[src/rtl/boundary_scan_chain.sv]
// boundary_scan_chain: JTAG boundary-scan data register wrapped around an N-bit adder.
// Optional macro BSC_TDO_NEGEDGE_EN retimes TDO through a falling-edge flop.
module boundary_scan_chain #(
    parameter int N = 16
) (
    input  logic         ClockDR,
    input  logic         Reset,
    input  logic         TDI,
    input  logic         ShiftDR,
    input  logic         UpdateDR,
    input  logic         Mode,
    input  logic [N-1:0] sys_pin_a,
    input  logic [N-1:0] sys_pin_b,
    input  logic         sys_pin_cin,
    input  logic         sys_pin_sel,
    input  logic [N-1:0] module_pin_sum,
    input  logic         module_pin_co,
    output logic [N-1:0] module_pin_a,
    output logic [N-1:0] module_pin_b,
    output logic         module_pin_cin,
    output logic         module_pin_sel,
    output logic [N-1:0] sys_pin_sum,
    output logic         sys_pin_co,
    output logic         TDO
);

    localparam int L = 3 * N + 3;

    logic [L-1:0] pi;
    logic [L-1:0] cap;
    logic [L-1:0] upd;
    logic [L-1:0] po;

    // Bit 0 is the cell nearest TDI, bit L-1 (co) is the cell nearest TDO.
    assign pi = {module_pin_co, module_pin_sum,
                 sys_pin_sel, sys_pin_cin,
                 sys_pin_b, sys_pin_a};

    // Capture stage: shift toward TDO or sample the parallel inputs.
    always_ff @(posedge ClockDR or posedge Reset) begin
        if (Reset) begin
            cap <= '0;
        end else if (ShiftDR) begin
            cap <= {cap[L-2:0], TDI};
        end else begin
            cap <= pi;
        end
    end

    // Update stage: takes the capture contents as they were before the edge.
    always_ff @(posedge ClockDR or posedge Reset) begin
        if (Reset) begin
            upd <= '0;
        end else if (UpdateDR) begin
            upd <= cap;
        end
    end

    assign po = Mode ? upd : pi;

    assign module_pin_a   = po[N-1:0];
    assign module_pin_b   = po[2*N-1:N];
    assign module_pin_cin = po[2*N];
    assign module_pin_sel = po[2*N+1];
    assign sys_pin_sum    = po[3*N+1:2*N+2];
    assign sys_pin_co     = po[3*N+2];

`ifdef BSC_TDO_NEGEDGE_EN
    logic tdo_q;

    // Half-cycle retiming so TDO changes on the falling edge of ClockDR.
    always_ff @(negedge ClockDR or posedge Reset) begin
        if (Reset) begin
            tdo_q <= 1'b0;
        end else begin
            tdo_q <= cap[L-1];
        end
    end

    assign TDO = tdo_q;
`else
    assign TDO = cap[L-1];
`endif

endmodule

[config.mk]
export PLATFORM = sky130hd
export DESIGN_NAME = boundary_scan_chain
export DESIGN_NICKNAME = d
export VERILOG_FILES = /design/src/rtl/boundary_scan_chain.sv
export SDC_FILE = /design/constraint.sdc
export NUM_CORES = 1
export LEC_CHECK = 0
export ABC_AREA = 1
export ABC_CLOCK_PERIOD_IN_PS = 4200
export CORE_AREA = 10 10 108 110
export DETAILED_ROUTE_END_ITERATION = 16
export DIE_AREA = 0 0 118 120
export PLACE_DENSITY = 0.78
export SLEW_MARGIN = 20
export SYNTH_ARGS = -nofsm -noshare
export SYNTH_HDL_FRONTEND = slang
export SYNTH_SLANG_ARGS = --single-unit
[constraint.sdc]
create_clock -name ClockDR -period 4.2 [get_ports ClockDR]
set_input_delay 0.42 -clock ClockDR [delete_from_list [all_inputs] [get_ports ClockDR]]
set_output_delay 0.42 -clock ClockDR [all_outputs]
set_load 0.005 [all_outputs]
==> summary.md <==
| Metric | Value |
|---|---|
| Number of global-route vias before repair | `between 3,000 and 4,000` |
| First-pass GRT wire length | `about 19,000 µm` |
| Via count | `between 3,000 and 4,000` |
| Status | `finished, final reports clean` |
| Post-Syn Area per Cell | `~7.7 µm²` |
| F_max | `425 MHz` |
| Diodes inserted | `0` |
| Per-cell routed wire length | `13.3 µm` |
| 1st-iter DRT viols | `~240` |
| Worst path required time | `between 3 and 4 ns` |
| FP Rows | `36` |
| RSZ-0062 raised after global routing | `false` |
| Starting Density | `a little under 50%` |
| Max-Cap Viols | `0` |
| Max-slew violations | `0` |
| # setup viols final | `0` |
| First-pass DRT Iterations | `5` |
| Core area | `~9500 µm²` |
| Core Util, Final | `approximately three fifths` |
| Most common cell after layout, fill and taps aside | `nand2_1` |
| Post-CTS Setup Bufs | `0` |
| Cts bufs inserted | `9` |
| Leakage | `approximately 3.1 nW` |
| Worst relative slew slack | `between 30% and 40%` |
| Gr usage total | `about 16%` |
| Final min period | `between 2 and 2.5 ns` |
| Mapped Area | `between 4000 and 5000 µm²` |
| Antenna Nets Post-Route | `0` |
| Area Overhead vs Synth | `24.8%` |
| Initial antenna violation count | `0` |
| Post-CTS sizing | `0` |
| Root buf cell | `clkbuf_8` |
| Setup TNS | `0 ns` |
| IO Count | `around 110` |
| Critical path arrival | `slightly below 2 ns` |
| Most frequent cells in the layout | `nand2_1, clkdlybuf4s50_1, dfrtp_1` |
| Number of hold buffers added after cts | `0` |
| Worst-case vdd ir drop | `between 200 and 250 µV` |
| Most numerous cell on the critical path | `nand2_1` |
| Mapped Nets | `655` |
| Yosys cell types | `6` |
| Sequential-to-total area share from yosys stat | `55.2%` |
| Via-to-Cell Ratio | `4.70` |
| Largest stage delay, worst path | `approximately 0.48 ns` |
| # DRC | `0` |
| Element type at the critical path end | `primary output` |
| Synthesized instance count | `approximately 600` |
| Net count, final | `between 700 and 800` |
| Yosys warning count | `0` |
| Fillers | `around 900` |
| Final WL | `around 11,000 µm` |
| H-tree levels | `3` |
| HPWL after detailed placement | `~7200 µm` |
| Fin crit share | `a little under three fifths` |
| CTS clock-pin slew for the worst setup and hold paths | `roughly 0.08 ns` |
| Startpoint type of the worst setup path | `primary input` |
| CP Class | `in2out` |
| Share of cells above drive strength 1 | `3.34%` |
| Critical path's slowest cell | `buf_4` |
| Number of synthesized register bits | `between 100 and 150` |
| GP Congestion | `0.788` |
| CTS sink cnt | `between 100 and 150` |
| Die height | `120 µm` |
| Largest net degree at the start of global routing | `82` |
| Cell-by-cell trace of the critical path | `buf_2 -> buf_4 -> inv_6 -> nand2_1 -> nand2_1 -> clkdlybuf4s50_1` |
| Die width | `118 µm` |
| Worst skew pair latency | `between 0.3 and 0.4 ns` |
| CTS tree | `yes` |
| Crit-path max FO | `between 50 and 60` |
| PD cells | `approximately 380 nW/µm²` |
| Die area | `between 10,000 and 15,000 µm²` |
| Grt total ovfl | `0` |
| Clock Skew | `a little under 0.009 ns` |
| Slew @ Worst Pin | `1.04 ns` |
| Worst hold-check path type | `reg2reg` |
| Port Buffers | `around 110` |
| CTS Buffer Depth | `2` |
| Hold Vio Cnt, Final | `0` |
-- worst max-delay path: cells and delay by family --
family	cells	cell delay, ns
buf+inv	4	1.28
simple gates	2	0.20
-- worst paths after layout --
check	startpoint	end	slack, ns	cells after the start
setup / recovery	Mode	module_pin_b[15]	1.85	6
hold / removal	cap[27]	upd[27]	0.47	2
setup reg to reg	cap[40]	cap[41]	3.54	2
hold reg to reg	cap[27]	upd[27]	0.47	2
max in group asynchronous	Reset	upd[47]	2.68	3
min in group asynchronous	Reset	upd[28]	0.65	2
-- Yosys cell counts --
cell type	number	area [µm²]
buf_4	15	113
dfrtp_1	102	2550
inv_1	1	3.75
nand2_1	459	1720
inv_6	3	26.3
buf_6	18	203
-- layout make-up --
| class | instances | area, µm² | share of cell area [%] |
|---|---|---|---|
| Sequential cell | 102 | 2550 | 44.3 |
| Multi-Input combinational cell | 459 | 1720 | 29.9 |
| Timing Repair Buffer | 110 | 1080 | 18.8 |
| Tap cell | 133 | 166 | 2.89 |
| Clock buffer | 10 | 138 | 2.39 |
| Clock inverter | 4 | 72.6 | 1.26 |
| Inverter | 4 | 32.5 | 0.564 |
-- power breakdown --
group          internal (mW)  switching [mW]  total, mW
clock network          0.345           0.315      0.660
logic                  0.191           0.188      0.379
registers               1.08          0.0527       1.13
total                   1.61           0.555       2.17
-- per-stage QoR --
step	hold WS [ns]	cell area [µm²]	power (mW)	setup slack, ns	cells
floorplan	0.442	4620	1.35	1.10	598
global placement	0.453	5560	1.52	1.88	808
detailed placement	0.459	5560	1.54	1.83	808
CTS	0.478	5770	2.19	1.83	822
global route	0.495	5770	2.29	1.70	822
finish	0.473	5770	2.17	1.85	822
-- sequential cells by signal (all words and copies together) (netlist names) --
signal / flops
upd: 51
cap: 51
-- logic make-up (layout without fill, tap and decap cells) --
logic type / after synthesis / after routing / share of synthesized area (%)
simple gates: 459 / 459 / 37.3
flops: 102 / 102 / 55.2
buf+inv: 37 / 128 / 7.47
-- layer usage --
metal	vias up	part of all wire (%)	global-route usage, %
met4	0	1.2	5.41
met3	10	6.8	4.17
li1	1945	-	-
met1	1797	45	19.4
met2	114	47	25.6
met5	-	0	0
Note: power is estimated with default switching activity, not from simulation.
